<file path="src/rtl/split_bus_arbiter.sv">
// Bus arbiter in front of split_target: grants one initiator at a time, parks split reads.
// Optional SPLIT_ARB_RR_EN selects round-robin arbitration; the default is fixed priority (lowest index).

// Per-initiator qualification: masking of the parked initiator and detection of a foreign release.
module split_bus_arbiter_lane #(
  parameter int IW  = 1,
  parameter int IDX = 0
) (
  input  logic          req,
  input  logic          done,
  input  logic          split_pending,
  input  logic          own_active,
  input  logic [IW-1:0] split_owner,
  input  logic [IW-1:0] own_idx,
  output logic          elig,
  output logic          stray_done
);
  assign elig       = req  & ~(split_pending & (split_owner == IW'(IDX)));
  assign stray_done = done & ~(own_active & (own_idx == IW'(IDX)));
endmodule

module split_bus_arbiter #(
  parameter  int NUM_INIT     = 2,
  parameter  int HOLD_TIMEOUT = 0,
  localparam int IW           = $clog2(NUM_INIT)
) (
  input  logic                clk,
  input  logic                rst_n,
  input  logic [NUM_INIT-1:0] init_req,
  input  logic [NUM_INIT-1:0] init_done,
  input  logic                target_split_ack,
  input  logic                target_ack,
  input  logic                split_req,
  output logic [NUM_INIT-1:0] init_grant,
  output logic                split_grant,
  output logic [IW-1:0]       split_owner,
  output logic                split_pending,
  output logic                bus_busy,
  output logic                arb_timeout,
  output logic                split_err
);
  localparam int HCW = $clog2(HOLD_TIMEOUT + 2);

  typedef enum logic [1:0] {ST_IDLE, ST_INIT_OWN, ST_SPLIT_OWN} state_t;

  state_t              state, state_nxt;
  logic [IW-1:0]       own_idx, own_nxt;
  logic [HCW-1:0]      hold_cnt, hold_nxt;
  logic [NUM_INIT-1:0] grant_nxt;
  logic                sgrant_nxt, spend_nxt, tmo_nxt, err_nxt, busy_nxt;
  logic [IW-1:0]       sowner_nxt;
  logic [NUM_INIT-1:0] elig, stray_done;
  logic                win_vld;
  logic [IW-1:0]       win_idx;

  for (genvar i = 0; i < NUM_INIT; i++) begin : g_lane
    split_bus_arbiter_lane #(.IW(IW), .IDX(i)) u_lane (
      .req          (init_req[i]),
      .done         (init_done[i]),
      .split_pending(split_pending),
      .own_active   (state == ST_INIT_OWN),
      .split_owner  (split_owner),
      .own_idx      (own_idx),
      .elig         (elig[i]),
      .stray_done   (stray_done[i])
    );
  end

`ifdef SPLIT_ARB_RR_EN
  logic [IW-1:0] rr_ptr, rr_nxt;

  // Descending scan: the last hit is the eligible index closest after rr_ptr.
  always_comb begin
    win_vld = 1'b0;
    win_idx = '0;
    for (int k = NUM_INIT - 1; k >= 0; k--) begin
      if (elig[(int'(rr_ptr) + k) % NUM_INIT]) begin
        win_vld = 1'b1;
        win_idx = IW'((int'(rr_ptr) + k) % NUM_INIT);
      end
    end
  end

  always_comb begin
    rr_nxt = rr_ptr;
    if (state == ST_IDLE && !(split_req && split_pending) && win_vld)
      rr_nxt = (int'(win_idx) == NUM_INIT - 1) ? '0 : win_idx + IW'(1);
  end

  always_ff @(posedge clk or negedge rst_n) begin
    if (!rst_n) rr_ptr <= '0;
    else        rr_ptr <= rr_nxt;
  end
`else
  always_comb begin
    win_vld = 1'b0;
    win_idx = '0;
    for (int k = NUM_INIT - 1; k >= 0; k--) begin
      if (elig[k]) begin
        win_vld = 1'b1;
        win_idx = IW'(k);
      end
    end
  end
`endif

  always_comb begin
    state_nxt  = state;
    own_nxt    = own_idx;
    hold_nxt   = hold_cnt;
    grant_nxt  = init_grant;
    sgrant_nxt = split_grant;
    sowner_nxt = split_owner;
    spend_nxt  = split_pending;
    tmo_nxt    = 1'b0;
    err_nxt    = split_err
               | (split_req & ~split_pending)
               | (target_split_ack & (split_pending | (state != ST_INIT_OWN)))
               | (|stray_done);
    case (state)
      ST_IDLE: begin
        if (split_req && split_pending) begin
          sgrant_nxt = 1'b1;
          state_nxt  = ST_SPLIT_OWN;
        end else if (win_vld) begin
          grant_nxt = {{(NUM_INIT-1){1'b0}}, 1'b1} << win_idx;
          own_nxt   = win_idx;
          hold_nxt  = '0;
          state_nxt = ST_INIT_OWN;
        end
      end
      ST_INIT_OWN: begin
        // A split ack wins over a simultaneous release; a second split while one is parked is ignored.
        if (target_split_ack && !split_pending) begin
          sowner_nxt = own_idx;
          spend_nxt  = 1'b1;
          grant_nxt  = '0;
          state_nxt  = ST_IDLE;
        end else if (init_done[own_idx]) begin
          grant_nxt = '0;
          state_nxt = ST_IDLE;
        end else if (HOLD_TIMEOUT > 0) begin
          if (hold_cnt == HCW'(HOLD_TIMEOUT - 1)) begin
            grant_nxt = '0;
            tmo_nxt   = 1'b1;
            state_nxt = ST_IDLE;
          end else begin
            hold_nxt = hold_cnt + HCW'(1);
          end
        end
      end
      ST_SPLIT_OWN: begin
        if (target_ack) begin
          sgrant_nxt = 1'b0;
          spend_nxt  = 1'b0;
          state_nxt  = ST_IDLE;
        end
      end
      default: state_nxt = ST_IDLE;
    endcase
    busy_nxt = (|grant_nxt) | sgrant_nxt;
  end

  // rst_n is expected to be released synchronously to clk by the reset controller.
  always_ff @(posedge clk or negedge rst_n) begin
    if (!rst_n) state <= ST_IDLE;
    else        state <= state_nxt;
  end

  always_ff @(posedge clk or negedge rst_n) begin
    if (!rst_n) begin
      own_idx       <= '0;
      hold_cnt      <= '0;
      init_grant    <= '0;
      split_grant   <= 1'b0;
      split_owner   <= '0;
      split_pending <= 1'b0;
      bus_busy      <= 1'b0;
      arb_timeout   <= 1'b0;
      split_err     <= 1'b0;
    end else begin
      own_idx       <= own_nxt;
      hold_cnt      <= hold_nxt;
      init_grant    <= grant_nxt;
      split_grant   <= sgrant_nxt;
      split_owner   <= sowner_nxt;
      split_pending <= spend_nxt;
      bus_busy      <= busy_nxt;
      arb_timeout   <= tmo_nxt;
      split_err     <= err_nxt;
    end
  end
endmodule
</file>
<file path="config.mk">
export PLATFORM = sky130hd
export DESIGN_NAME = split_bus_arbiter
export DESIGN_NICKNAME = d
export VERILOG_FILES = /design/src/rtl/split_bus_arbiter.sv
export SDC_FILE = /design/constraint.sdc
export NUM_CORES = 1
export LEC_CHECK = 0
export CAP_MARGIN = 20
export CORE_UTILIZATION = 44
export DETAILED_ROUTE_END_ITERATION = 16
export GPL_TIMING_DRIVEN = 0
export MAX_ROUTING_LAYER = met4
export PLACE_DENSITY = 0.72
export SLEW_MARGIN = 10
export SYNTH_ARGS = -nofsm -noshare
export SYNTH_HDL_FRONTEND = slang
export SYNTH_SLANG_ARGS = --single-unit
</file>
<file path="constraint.sdc">
create_clock -name clk -period 1.8 [get_ports clk]
set_input_delay 0.36 -clock clk [delete_from_list [all_inputs] [get_ports clk]]
set_output_delay 0.36 -clock clk [all_outputs]
set_load 0.05 [all_outputs]
</file>
## After elaboration in Yosys (flattened, before gate mapping)

Index checks and enable logic that the tools add are counted.

- Multipliers: 0
- $lt $le $gt $ge: 1
- Muxes and demuxes: 22
- Equal/unequal tests: 7
- Divide/modulo/power cells: 0
- Reductions and logical operators: 11
- Bitwise gates (word level): 23
- Add/subtract/negate cells: 0
- Shifts and indexed selects: 1

Operators with widths:

| cell | number |
|---|---|
| $mux W2 | 9 |
| $and A1 B1 Y1 | 10 |
| $mux W1 | 9 |
| $reduce_and A3 Y1 | 3 |
| $not A1 Y1 | 8 |
| $ne A3 B3 Y1 const B | 2 |
| $pmux W2 S3 | 1 |
| $or A1 B1 Y1 | 5 |
| $ne A2 B2 Y1 const B | 2 |
| $pmux W1 S2 | 2 |
| $pmux W2 S2 | 1 |
| $reduce_or A2 Y1 | 2 |
| $eq A2 B1 Y1 const B | 1 |
| $eq A2 B2 Y1 const B | 1 |
| $logic_and A1 B1 Y1 | 2 |
| $logic_not A2 Y1 | 1 |
| $lt A1 B2 Y1 const B | 1 |
| $ne A2 B1 Y1 const B | 1 |
| $reduce_and A2 Y1 | 1 |
| $reduce_bool A2 Y1 | 1 |
| $shl A1 B1 Y2 const A | 1 |
| $logic_not A1 Y1 | 1 |

- RAM bits: 0
- Output and inout bits: 8
- ROM bits: 0
- Memories: 0
- Register bits after elaboration: 10
- Bits in latches: 0
- Input bits: 9

## Depth between registers and ports, before layout

- Depth after elaboration: 11
- Gate-level depth with buffers: 5

## By module

From an unflattened synthesis, not the netlist that was laid out.

- Cell total of the unflattened synthesis: 60
- Area total of the unflattened synthesis: 569.3 µm²

By module, submodules not included:

| module | instances | cells each | area an instance (µm²) |
|---|---|---|---|
| split_bus_arbiter | 1 | 54 | 524.3 |
| split_bus_arbiter_lane at g_lane[0].u_lane | 1 | 4 | 22.5 |
| split_bus_arbiter_lane at g_lane[1].u_lane | 1 | 2 | 22.5 |

## Worst setup path after synthesis

OpenSTA, ideal clock, no wires.

- Path kind: register to register
- From: register split_pending
- To: register bus_busy
- Data required time: 1.660 ns
- Stages on the path, launching flop included: 6
- Period minus slack after synthesis: 1.644 ns
- Setup time: 0.140 ns
- Path buffers: 1
- Path slack: 0.156 ns
- Arrival time: 1.505 ns
- Cells stage by stage: dfrtp_1 -> buf_6 -> nor3b_2 -> o21ai_1 -> a222oi_1 -> o211ai_1

- Word-level cells in the longest chain between the ends: 11

RTL lines:

| item | line | text |
|---|---|---|
| from (decl) | 37 | `output logic split_pending,` |
| from (signal assigned) | 187 | `split_pending <= spend_nxt;` |
| $and A1 B1 Y1 | 18 | `assign elig = req & ~(split_pending & (split_owner == IW'(IDX)));` |
| $not A1 Y1 | 18 |  |
| $and A1 B1 Y1 | 18 |  |
| $mux W1 (2 in series) | 99 | `if (elig[k]) begin` |
| $shl A1 B1 Y2 | 126 | `grant_nxt = {{(NUM_INIT-1){1'b0}}, 1'b1} << win_idx;` |
| $mux W2 | 125 | `end else if (win_vld) begin` |
| $mux W2 | 122 | `if (split_req && split_pending) begin` |
| $pmux W2 S2 | 120 | `case (state)` |
| $reduce_or A2 Y1 | 161 | `busy_nxt = (\|grant_nxt) \| sgrant_nxt;` |
| $or A1 B1 Y1 * | 161 |  |
| named net busy_nxt | 50 | `logic sgrant_nxt, spend_nxt, tmo_nxt, err_nxt, busy_nxt;` |
| to (signal assigned) | 188 | `bus_busy <= busy_nxt;` |
| to (decl) | 38 | `output logic bus_busy,` |

The timed path passes the listed nets; every way through them passes the cells marked *.
A chain may end at the register's enable or synchronous reset.

## Worst setup path in the final report

- From: register bus_busy
- To: output port bus_busy

No word-level cell between the ends.

==> key figures <==
Worst setup path
  • CP Class: reg -> out
  • WP data required: 1.44 ns
  • WP data arrival: 1.38 ns
  • Worst path bufs/invs: 1
  • Crit end category: primary output
  • CP peak stage delay: 0.79 ns
  • Crit path max-delay family: buffers and inverters
  • Worst path cell trace: clkdlybuf4s50_1
  • Critical Path Fanout Max: 1
  • Critical path launch point type: register
  • Slowest stage cell, crit path: clkdlybuf4s50_1
  • Reg-to-reg startpoint: split_pending
  • Crit. Startpoint: bus_busy

Die
  • Die X: 38.6 um
  • I/O Pins: 17
  • Die Ht: 38.6 um
  • Core area: 0.00117 mm^2
  • Starting density of the core: 0.504
  • Std cell rows: 12
  • Die Area: 0.00149 mm^2

Global routing
  • First-pass GRT wire length: 2230 um
  • Busiest grt layer: met2
  • Met1 usage in global routing: 0.321
  • Vias in the first global route: 525
  • Pin count of the biggest net entering global routing: 11
  • Global-route met3 utilization: 0.0173
  • Initial antenna violation count: 0
  • M2 GR Usage: 0.329
  • Global route overflow: 0
  • GRT Util Overall: 0.233

Timing
  • Final worst clock skew: 0.000988 ns
  • Fin crit share: 0.966
  • Slew Limit Fails: 0
  • Post-route setup slack: 0.0605 ns
  • RSZ-0062 raised after global routing: no
  • Highest clock rate: 575 MHz
  • Hold Vio Cnt, Final: 0
  • Final min period: 1.74 ns
  • Final setup viols: 0

Power and ir drop
  • Switching share of power: 0.482
  • Clock power frac: 0.143
  • Seq pwr share: 0.291
  • Gate power share: 0.566
  • Cell-internal power: 0.000745 W
  • Worst vdd ir: 1.06 mV
  • P per Cell Area: 1830 mW/mm^2
  • Pwr Total: 0.00144 W
  • LEAKAGE: 0.353 nW
  • NetSw: 0.000693 W

Drt
  • WL per Instance: 13.2 um
  • Routed Antenna Nets: 0
  • DR vias/cell: 5.69
  • Total Wirelength: 1300 um
  • Pre-antenna DRT Iters: 4
  • DRC Markers: 0
  • Initial DRC Count: 11
  • Total number of vias: 563

Finish
  • Post-Route Utilization: 0.672
  • Layout area overhead: 33.3%
  • Finished Layout Cells: 99
  • Final Net Count: 95
  • Filler cells: 106
  • Share of layout cells above drive strength 1: 0.141
  • Ant diodes: 0

Run
  • Max-cap violations: 0

Yosys
  • Area contributors post-synth: dfrtp_1 42%, a21oi_1 6.8%, nor2_1 4.4%
  • Synth cell types: 29
  • Syn_area_per_cell: 8.95 um^2
  • Syn nets: 75
  • Register area share after synthesis: 0.424
  • Ys flop type: dfrtp_1
  • Yosys top cell by area: dfrtp_1
  • Post-synth ARST share: 1.00
  • Cell Area, Synth: 591 um^2
  • EDFF count, synth: 0
  • Mapped Cells: 66
  • Yosys top cell area share: 0.424
  • Syn. warnings: 0
  • Count of state elements after synthesis: 10

Clocking
  • CTS Buf Count: 3
  • Worst-path clk slew: 0.07 ns
  • H-tree levels: 1
  • CTS tree: built
  • # clock sinks: 10
  • Hold_buf cts: 0
  • Root Driver: clkbuf_4
  • Maximum clock path buffer count: 2
  • Worst-Skew Late Latency: 0.27 ns

Outcome
  • Outcome: completed

Placement
  • Routability Congestion: 0.843
  • IO Port Bufs: 15
  • Worst slack at placement: -0.0464 ns
  • DPL Wire Length: 935 um
  • Placed insts: 95

Hold path
  • Hold Path Class: in -> async
-- repair_timing --
| item | in CTS | in global routing |
|---|---|---|
| resized for setup | 6 | 0 |
| setup buffers | 0 | 0 |
| endpoints found under the setup margin | 6 | 0 |
-- cells in the final DEF (no fill, tap or decap), drive strengths merged --
cell            n
a211oi          1
a21oi           8
a222oi          1
a32oi           1
and2            1
and3            2
buf             3
clkbuf          4
clkdlybuf4s50   9
conb            1
dfrtp          10
dlygate4sd2     6
inv             5
mux2            2
mux2i           2
nand2           6
nand2b          3
nand3           1
nand4           1
nor2            7
nor2b           1
nor3            1
nor3b           1
o211ai          2
o21ai           3
o221a           1
o22ai           1
o2bb2ai         1
-- sequential cells by signal, summed over array words and instances (netlist names) --
signal	count
split_owner	1
split_pending	1
split_err	1
state	2
split_grant	1
bus_busy	1
own_idx	1
init_grant	2
-- area by class of cell --
class	count	area, um^2	area share
sequential	10	250	0.318
tap	14	17.5	0.0223
buffer	3	23.8	0.0302
clock buffer	4	36.3	0.0461
multi-input combinational	48	298	0.378
timing repair buffer	15	143	0.181
inverter	5	18.8	0.0238
-- final timing paths --
| check | depth (start not counted) | slack [ns] | endpoint |
|---|---|---|---|
| min | 1 | 0.41 | split_pending |
| max reg2reg | 5 | 0.35 | bus_busy |
| min in group clk | 2 | 0.54 | split_grant |
| max | 1 | 0.06 | bus_busy |
| min reg2reg | 2 | 0.54 | split_grant |
| max in group asynchronous | 1 | 1.07 | split_grant |
-- layer usage --
metal	share of wire	up-vias
li1	-	269
met1	0.45	252
met2	0.43	36
met3	0.081	6
met4	0.032	0
met5	0	-
-- power by group through the flow --
| stage | Sequential [W] | Clock (W) | Combinational [W] |
|---|---|---|---|
| after floorplan | 0.000618 | 0 | 0.000409 |
| after detailed placement | 0.000421 | 0 | 0.000843 |
| after CTS | 0.000417 | 0.000210 | 0.000812 |
| final | 0.000418 | 0.000206 | 0.000813 |
| after global routing | 0.000430 | 0.000223 | 0.000891 |
| after global placement | 0.000424 | 0 | 0.000836 |
-- kinds of logic after synthesis --
group | Yosys count | share of synthesized area
compound gates | 19 | 0.216
buf+inv | 8 | 0.0720
flops | 10 | 0.424
mux | 4 | 0.0720
other cells | 1 | 0.00635
simple gates | 24 | 0.210
-- metrics by stage --
step | instance area [um^2] | setup TNS, ns | hold WS [ns]
2_1_floorplan | 591 | 0 | 0.0644
5_1_grt | 787 | 0 | 0.429
3_3_place_gp | 758 | -0.0372 | 0.502
6_report | 787 | 0 | 0.410
4_1_cts | 787 | 0 | 0.422
3_5_place_dp | 758 | -0.0464 | 0.505
-- synthesized netlist by cell type, types with 2 or more instances --
cell,instances
a21oi_1,8
and3_1,2
dfrtp_1,10
inv_1,5
mux2_2,2
mux2i_1,2
nand2_1,6
nand2b_1,2
nor2_1,7
o211ai_1,2
o21ai_0,2
Note: power is estimated with default switching activity, not from simulation.
